**src/rtl/phy_link_ctrl_if.sv**
```systemverilog
// phy_link_ctrl_if: word stream and link status bundle for phy_link_ctrl.
//   word_in, word_valid, code_err     : recovered byte stream (master drives)
//   active, idle_out, lock_lost       : link status (slave drives)
//   err_count, state_out              : error counter and debug state (slave drives)
interface phy_link_ctrl_if;
    logic [7:0] word_in;
    logic       word_valid;
    logic       code_err;
    logic       active;
    logic       idle_out;
    logic       lock_lost;
    logic [7:0] err_count;
    logic [1:0] state_out;

    modport master (
        output word_in, word_valid, code_err,
        input  active, idle_out, lock_lost, err_count, state_out
    );

    modport slave (
        input  word_in, word_valid, code_err,
        output active, idle_out, lock_lost, err_count, state_out
    );
endinterface

```
**src/rtl/phy_link_ctrl.sv**
```systemverilog
// phy_link_ctrl: word-sync / link-state controller for the PHY lane.
//   clk_4f : word-rate clock
//   reset  : asynchronous active-low reset
//   link   : phy_link_ctrl_if.slave (word_in/word_valid/code_err in;
//            active/idle_out/lock_lost/err_count/state_out out)
// Optional feature macro: PHY_LINK_ERRCNT_EN enables the saturating
// code-error counter on err_count; otherwise err_count is tied to 0.
//
// state   | meaning
// SEARCH  | hunting for the first clean BC comma
// CHECK   | counting consecutive clean BC commas toward lock
// LOCKED  | link up; counting consecutive code errors toward loss
module phy_link_ctrl #(
    parameter logic [7:0] BC_CODE    = 8'hBC,
    parameter logic [7:0] IDL_CODE   = 8'h7C,
    parameter int         LOCK_COUNT = 4,
    parameter int         LOSS_COUNT = 3
) (
    input  logic          clk_4f,
    input  logic          reset,
    phy_link_ctrl_if.slave link
);
    localparam logic [1:0] SEARCH = 2'd0;
    localparam logic [1:0] CHECK  = 2'd1;
    localparam logic [1:0] LOCKED = 2'd2;

    localparam logic [3:0] LOCK_N = 4'(LOCK_COUNT);
    localparam logic [3:0] LOSS_N = 4'(LOSS_COUNT);

    logic [1:0] state, state_nxt;
    logic [3:0] bc_cnt, bc_nxt;
    logic [3:0] err_run, err_nxt;
    logic       idle_q, idle_nxt;
    logic       lost_q, lost_nxt;
    logic       clean;
    logic       clean_bc;
    logic       clean_idle;

    // code_err outranks any character match
    assign clean      = link.word_valid && !link.code_err;
    assign clean_bc   = clean && (link.word_in == BC_CODE);
    assign clean_idle = clean && ((link.word_in == BC_CODE) || (link.word_in == IDL_CODE));

    always_comb begin
        state_nxt = state;
        bc_nxt    = bc_cnt;
        err_nxt   = err_run;
        lost_nxt  = 1'b0;
        idle_nxt  = idle_q;
        case (state)
            SEARCH: begin
                if (link.word_valid) begin
                    if (clean_bc) begin
                        bc_nxt    = 4'd1;
                        state_nxt = (LOCK_N == 4'd1) ? LOCKED : CHECK;
                    end else begin
                        bc_nxt = 4'd0;
                    end
                end
            end
            CHECK: begin
                if (link.word_valid) begin
                    if (clean_bc) begin
                        bc_nxt = bc_cnt + 4'd1;
                        if (bc_cnt + 4'd1 == LOCK_N)
                            state_nxt = LOCKED;
                    end else begin
                        bc_nxt    = 4'd0;
                        state_nxt = SEARCH;
                    end
                end
            end
            LOCKED: begin
                if (link.word_valid) begin
                    if (link.code_err) begin
                        if (err_run + 4'd1 == LOSS_N) begin
                            state_nxt = SEARCH;
                            bc_nxt    = 4'd0;
                            err_nxt   = 4'd0;
                            lost_nxt  = 1'b1;
                        end else begin
                            err_nxt = err_run + 4'd1;
                        end
                    end else begin
                        err_nxt = 4'd0;
                    end
                end
            end
            default: begin
                state_nxt = SEARCH;
                bc_nxt    = 4'd0;
                err_nxt   = 4'd0;
            end
        endcase

        if (link.word_valid)
            idle_nxt = clean_idle;
        if (state_nxt != LOCKED)
            idle_nxt = 1'b0;
    end

    always_ff @(posedge clk_4f or negedge reset) begin
        if (!reset) begin
            state   <= SEARCH;
            bc_cnt  <= 4'd0;
            err_run <= 4'd0;
            idle_q  <= 1'b0;
            lost_q  <= 1'b0;
        end else begin
            state   <= state_nxt;
            bc_cnt  <= bc_nxt;
            err_run <= err_nxt;
            idle_q  <= idle_nxt;
            lost_q  <= lost_nxt;
        end
    end

    assign link.active    = (state == LOCKED);
    assign link.idle_out  = idle_q;
    assign link.lock_lost = lost_q;
    assign link.state_out = state;

`ifdef PHY_LINK_ERRCNT_EN
    logic [7:0] err_cnt;

    always_ff @(posedge clk_4f or negedge reset) begin
        if (!reset)
            err_cnt <= 8'h00;
        else if (link.word_valid && link.code_err && (err_cnt != 8'hFF))
            err_cnt <= err_cnt + 8'h01;
    end

    assign link.err_count = err_cnt;
`else
    assign link.err_count = 8'h00;
`endif
endmodule

```
**src/flat_wrapper.sv**
```systemverilog
// flat-port wrapper written by rule: the top's interface ports become plain ports
module phy_link_ctrl_flat 
#(
    parameter logic [7:0] BC_CODE    = 8'hBC,
    parameter logic [7:0] IDL_CODE   = 8'h7C,
    parameter int         LOCK_COUNT = 4,
    parameter int         LOSS_COUNT = 3
)
  (clk_4f, reset, link_word_in, link_word_valid, link_code_err, link_active, link_idle_out, link_lock_lost, link_err_count, link_state_out);
  phy_link_ctrl_if link_i ();
  input  logic clk_4f;
  input  logic reset;
  input wire logic [$bits(link_i.word_in)-1:0] link_word_in;
  input wire logic [$bits(link_i.word_valid)-1:0] link_word_valid;
  input wire logic [$bits(link_i.code_err)-1:0] link_code_err;
  output wire logic [$bits(link_i.active)-1:0] link_active;
  output wire logic [$bits(link_i.idle_out)-1:0] link_idle_out;
  output wire logic [$bits(link_i.lock_lost)-1:0] link_lock_lost;
  output wire logic [$bits(link_i.err_count)-1:0] link_err_count;
  output wire logic [$bits(link_i.state_out)-1:0] link_state_out;
  assign link_i.word_in = link_word_in;
  assign link_i.word_valid = link_word_valid;
  assign link_i.code_err = link_code_err;
  assign link_active = link_i.active;
  assign link_idle_out = link_i.idle_out;
  assign link_lock_lost = link_i.lock_lost;
  assign link_err_count = link_i.err_count;
  assign link_state_out = link_i.state_out;
  phy_link_ctrl #(.BC_CODE(BC_CODE), .IDL_CODE(IDL_CODE), .LOCK_COUNT(LOCK_COUNT), .LOSS_COUNT(LOSS_COUNT)) u_core (.clk_4f(clk_4f), .reset(reset), .link(link_i));
endmodule
```
**config.mk**
```make
export PLATFORM = sky130hd
export DESIGN_NAME = phy_link_ctrl_flat
export DESIGN_NICKNAME = d
export VERILOG_FILES = /design/src/rtl/phy_link_ctrl_if.sv /design/src/rtl/phy_link_ctrl.sv /design/src/flat_wrapper.sv
export SDC_FILE = /design/constraint.sdc
export NUM_CORES = 1
export LEC_CHECK = 0
export BUFFER_PORTS_ARGS = -buffer_cell sky130_fd_sc_hd__buf_2
export CAP_MARGIN = 20
export CORE_ASPECT_RATIO = 1.25
export CORE_UTILIZATION = 46
export DETAILED_ROUTE_END_ITERATION = 8
export GPL_ROUTABILITY_DRIVEN = 1
export PLACE_DENSITY = 0.72
export SLEW_MARGIN = 25
export SYNTH_ARGS = -nofsm -noshare
export SYNTH_HDL_FRONTEND = slang
export SYNTH_SLANG_ARGS = --single-unit
```
**constraint.sdc**
```tcl
create_clock -name clk_4f -period 5.3 [get_ports clk_4f]
set_input_delay 0.265 -clock clk_4f [delete_from_list [all_inputs] [get_ports clk_4f]]
set_output_delay 0.265 -clock clk_4f [all_outputs]
set_load 0.01 [all_outputs]
```
Word-level counts from Yosys, hierarchy flattened
Index checks and enable logic that the tools add are counted.
{"block": "op_classes", "add_sub_neg": 2, "n_mul": 0, "n_div": 0, "n_lt_le_gt_ge": 0, "eq_ne": 12, "n_shift": 0, "mux": 27, "n_bitwise": 1, "n_reduce_logical": 10}
{"op": "$mux 4", "n": 9}
{"op": "$mux 2", "n": 8}
{"op": "$pmux 4 s3", "n": 1}
{"op": "$ne 2x2->1 const B", "n": 5}
{"op": "$add 4x1->4 const B", "n": 2}
{"op": "$eq 8x7->1 const B", "n": 1}
{"op": "$eq 8x8->1 const B", "n": 1}
{"op": "$pmux 4 s2", "n": 1}
{"op": "$mux 1", "n": 7}
{"op": "$pmux 2 s3", "n": 1}
{"op": "$reduce_and 5->1", "n": 1}
{"op": "$eq 4x2->1 const B", "n": 1}
{"op": "$eq 4x3->1 const B", "n": 1}
{"op": "$logic_and 1x1->1", "n": 3}
{"op": "$eq 2x1->1 const B", "n": 1}
{"op": "$eq 2x2->1 const B", "n": 1}
{"op": "$logic_not 2->1", "n": 1}
{"op": "$ne 2x1->1 const B", "n": 1}
{"op": "$reduce_and 2->1", "n": 1}
{"op": "$reduce_bool 2->1", "n": 1}
{"op": "$reduce_or 2->1", "n": 1}
{"op": "$logic_not 1->1", "n": 1}
{"op": "$logic_or 1x1->1", "n": 1}
{"op": "$not 1->1", "n": 1}
{"block": "word_totals", "reg_bits": 12, "latchBits": 0, "ramBits": 0, "romBits": 0, "input_bits": 12, "memories": 0}

Logic depth before layout (Yosys ltp)
Gate-level depths: netlist (run 1).
{"block": "depth", "depth_word": 8, "mapped_depth": 6}

Least setup slack after synthesis (run 1)
Ideal clock, no wire load.
{"block": "synth_path", "path_kind": "register to register", "start": "register u_core.err_run[0]", "end": "register u_core.idle_q, in the netlist u_core.link.idle_out", "setup_time_ns": 0.119, "arrival_time_ns": 1.636, "required_ns": 5.181, "slack_ns": 3.545, "stages_incl_launch_ff": 6, "path_buffers": 0, "synth_period_minus_slack_ns": 1.755, "cell_sequence": "dfrtp_1 > ha_1 > nor4b_1 > nand3_1 > a32o_2 > and2_1"}
{"block": "synth_between", "elab_chain_cells": 8, "elab_cells_between_ends": 9, "classes_between": "add/sub (1); eq/ne (2); mux (5); reduce/logical (1)"}
{"item": "start: declaration", "line": "phy_link_ctrl.sv:32", "rtl": "logic [3:0] err_run, err_nxt;"}
{"item": "start signal: assignment", "line": "phy_link_ctrl.sv:112", "rtl": "err_run <= err_nxt;"}
{"item": "$add 4x1->4 (*)", "line": "phy_link_ctrl.sv:76", "rtl": "if (err_run + 4'd1 == LOSS_N) begin"}
{"item": "$eq 4x2->1 (*)", "line": "phy_link_ctrl.sv:76"}
{"item": "$mux 2 (*)", "line": "phy_link_ctrl.sv:76"}
{"item": "$mux 2 (*)", "line": "phy_link_ctrl.sv:75", "rtl": "if (link.code_err) begin"}
{"item": "$mux 2 (*)", "line": "phy_link_ctrl.sv:74", "rtl": "if (link.word_valid) begin"}
{"item": "$pmux 2 s3 (*)", "line": "phy_link_ctrl.sv:50", "rtl": "case (state)"}
{"item": "named net u_core.state_nxt[1]", "line": "phy_link_ctrl.sv:30", "rtl": "logic [1:0] state, state_nxt;"}
{"item": "$ne 2x2->1 (*)", "line": "phy_link_ctrl.sv:98", "rtl": "if (state_nxt != LOCKED)"}
{"item": "$mux 1 / $reduce_bool 2->1 (equally long branches)"}
{"item": "end signal: assignment", "line": "phy_link_ctrl.sv:113", "rtl": "idle_q <= idle_nxt;"}
{"item": "end: declaration", "line": "phy_link_ctrl.sv:33", "rtl": "logic idle_q, idle_nxt;"}
Mark *: on every way through the listed nets, which the timed path passes. The rest lies on a longest branch.
A chain may end at the register's enable or synchronous reset.

Worst setup path after layout (run 1)
Ends and elaborated chain as after synthesis.

==> flow_summary_export.csv, run 1 <==
group,metric,value,unit
drt,num_vias,756,
finish,area_growth,11.08,%
global_route,grt_pass1_vias,677,
setup_path,cp_max_fo,7,
floorplan,dieWidth,41.14,µm
cts,cts_htree_levels,1,
yosys,synth_edf_count,0,
cts,cts_tree,"done",
cts,cts-root-buf,"clkbuf_4",
yosys,ys.flop_type,"dfrtp_1",
sta,post-route-period-util,0.3675,
drt,via_per_inst,5.600,
finish,fin_util,0.5476,
finish,antenna_cells,0,
floorplan,die_y,50.93,µm
placed_design,placed_area,932.1,µm²
setup_path,crit_required,5480,ps
drt,antenna_left,0,
finish,final_cell_mix,"buf_2 (16), dfrtp_1 (12), nand2_1 (11)",
finish,finalNonFillerCells,135,
drt,finalWirelength,1797,µm
outcome,outcome,"finished clean",
min_path,min_path_type,"input port to flop",
global_route,grt_max_degree,13,
sta,fmax,513.5,MHz
run,drv_cap,0,
drt,drtIter0Drc,15,
pwr,powerDensity,187.3,nW/µm²
setup_path,crit_arrival,2120,ps
sta,tns,0,ps
sta,tightestPinTransition,510.5,ps
floorplan,start_util,0.4930,
sta,fin_skew,3.440,ps
sta,slew_violations,0,
yosys,synthArstFlopShare,1.000,
yosys,avgSynthCellArea,8.808,µm²
yosys,ys_types,39,
sta,min_period,1948,ps
pwr,leakagePower,0.4724,nW
setup_path,path_class,"flop to flop",
placed_design,gp_congestion,0.8564,
placed_design,port_buffers,16,
floorplan,io_pins,25,
cts,clk_pin_slew,80,ps
floorplan,core,1787,µm²
yosys,synthCells,100,
pwr,ir_worst_vdd,136.1,µV
yosys,synth_area,880.8,µm²
finish,final_area,978.4,µm²
setup_path,cp-end-kind,"flop",
yosys,yosys_warnings,0,
cts,clkSinkCount,12,
floorplan,std_cell_rows,17,
pwr,finalPower,0.1833,mW
finish,final_common_cell,"buf_2",
sta,rsz0062_at_grt,"false",
sta,relSlewSlack,0.6549,
global_route,track_usage,0.2008,
cts,clkLatencyLatePin,280,ps
yosys,yosysSeqAreaShare,0.3409,
drt,first_pass_iters,4,
global_route,grt_pass1_wl,2891,µm
finish,nets,133,
global_route,antenna_found_initial,0,
sta,finalSetupViolations,0,
cts,cts_buffers,3,
drt,drcViolationCount,0,
cts,cts.path.max_buffers,2,
yosys,ys_ff_latch,12,
setup_path,critPathLaunchType,"flop",
placed_design,post-dp-hpwl,1313,µm
placed_design,dp_cells,130,
floorplan,dieArea,2095,µm²
global_route,grt_overflow,0,
sta,finalHoldViolations,0,
drt,wl_per_cell,13.31,µm
cts,cts_setup_buffers,0,
finish,drive_gt1_frac,0.2241,
cts,cts_resized,0,
==> per-stage QoR <==
step	hold slack, ps	setup WS, ps
after global routing	328.2	3196
after CTS	329.9	3376
after global placement	162.6	3415
after detailed placement	164.4	3386
final	327.3	3352
after floorplan	-30.59	3545
==> repair_timing <==
action                                 in CTS  in global routing
endpoints found under the hold margin      12                  0
hold buffers                                1                  0
setup endpoints to repair                   0                  0
==> cells in the mapped netlist (all sizes together) (3+ instances only) <==
cell type,instances,area (µm²)
ha,4,50.05
nor4,3,33.78
inv,8,30.03
nand2,11,41.29
clkbuf,3,11.26
buf,9,67.56
o21ai,6,30.03
a22o,3,26.28
dfrtp,12,300.3
a21oi,4,20.02
nand3,4,20.02
==> critical path, cell delays in order, from the launching register on <==
cell and delay [ps]:
dfrtp_1 440, ha_1 290, nor4b_1 510, nand3_1 170
a32o_2 300, and2_1 140
==> registers in the layout, indices dropped and copies added, names as in the netlist <==
name	count
u_core.err_run	4
u_core.link.state_out	2
u_core.link.idle_out	1
u_core.bc_cnt	4
u_core.link.lock_lost	1
==> final timing paths <==
kind,start,to,slack (ps),cells after the start
setup / recovery,u_core.err_run[0]$_DFFE_PN0P_,u_core.link.idle_out$_DFFE_PN0P_,3350,5
hold / removal,link_code_err,u_core.link.lock_lost$_DFF_PN0_,330,3
setup reg to reg,u_core.err_run[0]$_DFFE_PN0P_,u_core.link.idle_out$_DFFE_PN0P_,3350,5
hold reg to reg,u_core.bc_cnt[3]$_DFFE_PN0P_,u_core.bc_cnt[3]$_DFFE_PN0P_,620,2
max in group asynchronous,reset,u_core.err_run[0]$_DFFE_PN0P_,4680,2
min in group asynchronous,reset,u_core.link.state_out[1]$_DFF_PN0_,390,2
==> logic make-up (layout without fill, tap and decap cells) <==
logic type / after synthesis / after routing / share of synthesized area
other: 1 / 8 / 0.004257
XOR/XNOR: 2 / 2 / 0.01989
adder cells (fa/ha/maj): 4 / 4 / 0.05682
buffers and inverters: 20 / 29 / 0.1236
flip-flops: 12 / 12 / 0.3409
AO/OA/AOI/OAI: 26 / 26 / 0.1989
AND/OR/NAND/NOR: 35 / 35 / 0.2557
==> cell type report <==
type	count	area [µm²]
well taps	19	23.77
clock buffers	4	36.28
fillers	171	808.3
multi-input cells	75	498.0
inverters	8	30.03
repair buffers	17	90.09
flip-flops and latches	12	300.3
==> report_power, final <==
group	internal (mW)	switching (mW)	total (mW)
Clock	0.0418	0.0343	0.0761
Sequential	0.0915	0.0000768	0.0916
Combinational	0.00574	0.00989	0.0156
Total	0.139	0.0442	0.183
==> per-layer routing <==
metal / GRT usage / share of wire / wire [µm] / vias to the layer above
li1: - / - / - / 375
met1: 0.2745 / 0.45 / 810 / 353
met2: 0.2891 / 0.49 / 879 / 22
met3: 0.05217 / 0.041 / 73 / 6
met4: 0.09140 / 0.019 / 34 / 0
met5: 0 / 0 / 0 / -
Note: power is estimated with default switching activity, not from simulation.
==> run 2, diff against run 1 <==
- ABC_AREA: default -> 1
- CORE_UTILIZATION: 46 -> 45
- PLACE_DENSITY: 0.72 -> 0.74
- clock period: 5.3 -> 1.6 ns (I/O delays scaled with it)
==> flow_summary_export.csv, run 2 <==
group,metric,value,unit
sta,fmax,699.2,MHz
finish,area_growth,13.94,%
cts,cts.path.max_buffers,2,
outcome,outcome,"finished clean",
yosys,ys_ff_latch,12,
global_route,grt_max_degree,13,
finish,final_cell_mix,"nand2_1 (38), inv_1 (17), buf_2 (16)",
yosys,avgSynthCellArea,6.897,µm²
yosys,yosys.area.top_type,"dfrtp_1",
yosys,synth_edf_count,0,
yosys,yosysMostFrequentCell,"nand2_1",
setup_path,worst_path_max_delay_cell,"dfrtp_1",
sta,rsz0062_at_grt,"false",
yosys,synthSimpleGateAreaFrac,0.3523,
yosys,synthArstFlopShare,1.000,
yosys,yosysSeqAreaShare,0.3598,
placed_design,gp_congestion,0.8093,
drt,drcViolationCount,0,
cts,clkLatencyLatePin,280,ps
cts,clk_pin_slew,80,ps
cts,cts_htree_levels,1,
min_path,min_path_type,"input port to flop",
yosys,synth_top_family_by_area,"simple AND/OR/NAND/NOR gates",
placed_design,port_buffers,16,
finish,drive_gt1_frac,0.2128,
setup_path,crit_family,"simple AND/OR/NAND/NOR gates",
run,drv_cap,0,
yosys,synth_fa_ha_area_frac,0.05997,
cts,cts-root-buf,"clkbuf_4",
placed_design,post-dp-hpwl,1293,µm
finish,fillers,190,
cts,cts_buffers,3,
pwr,leakagePower,0.5255,nW
setup_path,max_stage_delay,430,ps
placed_design,dp_cells,155,
cts,cts_resized,0,
sta,min_period,1430,ps
sta,post-route-period-util,0.8939,
global_route,track_usage,0.1866,
floorplan,core,1744,µm²
global_route,grt_overflow,0,
cts,cts_tree,"done",
setup_path,path_cells,"ha_1 > nand2_1 > nand2_1 > nor2_1 > nand2_1 > nand2_1 > nand2_2 > nand2_1 > o21ai_1",
drt,antenna_left,0,
placed_design,place_ws,177.3,ps
floorplan,die_y,50.15,µm
yosys,ys_types,20,
drt,wl_per_cell,9.869,µm
floorplan,dieArea,2032,µm²
setup_path,cp-end-kind,"flop",
finish,finalNonFillerCells,160,
drt,num_vias,771,
yosys,synth_area,834.6,µm²
global_route,antenna_found_initial,0,
finish,fin_util,0.5452,
floorplan,std_cell_rows,17,
floorplan,start_util,0.4785,
yosys,synth_top_area_frac,0.3598,
finish,final_common_cell,"nand2_1",
cts,cts_setup_buffers,0,
sta,whs,119.3,ps
global_route,grt_pass1_wl,2628,µm
sta,fin_skew,3.637,ps
sta,tns,0,ps
setup_path,path_class,"flop to flop",
floorplan,io_pins,25,
global_route,grt_pass1_vias,714,
finish,antenna_cells,0,
finish,nets,158,
yosys,synthXorXnorAreaFrac,0,
setup_path,path_buf_inv,0,
drt,drtIter0Drc,9,
yosys,synth_commonest_cells,"nand2_1 (38), inv_1 (17), dfrtp_1 (12)",
setup_path,cp_common_cell,"nand2_1",
setup_path,crit_arrival,1600,ps
yosys,synthCells,121,
finish,multiInputGateArea,421.7,µm²
yosys,yosys_warnings,0,
sta,setup_ws,169.8,ps
setup_path,crit_required,1770,ps
yosys,synth_area_leaders,"dfrtp_1 (36%), nand2_1 (17%), inv_1 (7.6%), buf_4 (7.2%), ha_1 (6.0%)",
yosys,synth_compound_area_frac,0.05697,
drt,finalWirelength,1579,µm
sta,finalHoldViolations,0,
floorplan,dieWidth,40.52,µm
drt,first_pass_iters,6,
finish,seqCellArea,300.3,µm²
setup_path,cp_max_fo,5,
sta,slew_violations,0,
sta,finalSetupViolations,0,
setup_path,critPathLaunchType,"flop",
pwr,powerDensity,642.2,nW/µm²
yosys,ys.flop_type,"dfrtp_1",
pwr,ir_worst_vdd,325.1,µV
yosys,synth_mux_area_frac,0,
drt,via_per_inst,4.819,
cts,clkSinkCount,12,
run 2: logic make-up after synthesis:
kind of cell | count (synthesis)
AOI/OAI and AO/OA | 8
adders and majority gates | 4
buffers and inverters | 29
DFF | 12
other | 1
and+or+nand+nor | 67
run 2: report_power, final:
part	leakage, nW	internal (mW)	total (mW)	switching [mW]
combinational	0.339	0.0198	0.0561	0.0363
sequential	0.165	0.304	0.306	0.00194
clock	0.0210	0.138	0.248	0.110
run 2: area by class of cell:
class / instances / share of cell area
timing repair buffer: 17 / 0.09474
inverter: 21 / 0.08289
clock buffer: 4 / 0.03816
tap: 19 / 0.02500
sequential: 12 / 0.3158
multi-input combinational: 87 / 0.4434
run 2: metrics by stage:
stage,area [µm²],power (mW)
4_1_cts,950.9,0.6128
3_3_place_gp,904.6,0.3646
3_5_place_dp,904.6,0.3667
5_1_grt,950.9,0.6380
2_1_floorplan,860.8,0.3543
6_report,950.9,0.6107
run 2: final timing paths:
check / startpoint / end / slack (ps) / depth (start not counted)
min in group asynchronous: reset / u_core.err_run[2]$_DFFE_PN0P_ / 200 / 2
min: link_word_valid / u_core.link.state_out[0]$_DFF_PN0_ / 120 / 4
min reg2reg: u_core.bc_cnt[3]$_DFFE_PN0P_ / u_core.bc_cnt[3]$_DFFE_PN0P_ / 540 / 2
max: u_core.err_run[1]$_DFFE_PN0P_ / u_core.bc_cnt[2]$_DFFE_PN0P_ / 170 / 9
max reg2reg: u_core.err_run[1]$_DFFE_PN0P_ / u_core.bc_cnt[2]$_DFFE_PN0P_ / 170 / 9
max in group asynchronous: reset / u_core.err_run[1]$_DFFE_PN0P_ / 1180 / 2
run 2: worst register-to-register path, cell delays in order (launching register included):
cell	delay, ps
dfrtp_1	430
ha_1	220
nand2_1	70
nand2_1	70
nor2_1	150
nand2_1	70
nand2_1	100
nand2_2	90
nand2_1	60
o21ai_1	60
run 2: routing by layer:
| metal | vias to the layer above | part of all wire | track usage |
|---|---|---|---|
| li1 | 401 | - | - |
| met1 | 344 | 0.41 | 0.1994 |
| met2 | 23 | 0.55 | 0.3254 |
| met3 | 3 | 0.032 | 0.02655 |
| met4 | 0 | 0.011 | 0.1000 |
| met5 | - | 0 | 0 |
run 2: timing repair:
item / in CTS / in global routing
hold endpoints to repair: 12 / 0
endpoints found under the setup margin: 0 / 0
hold buffers: 1 / 0
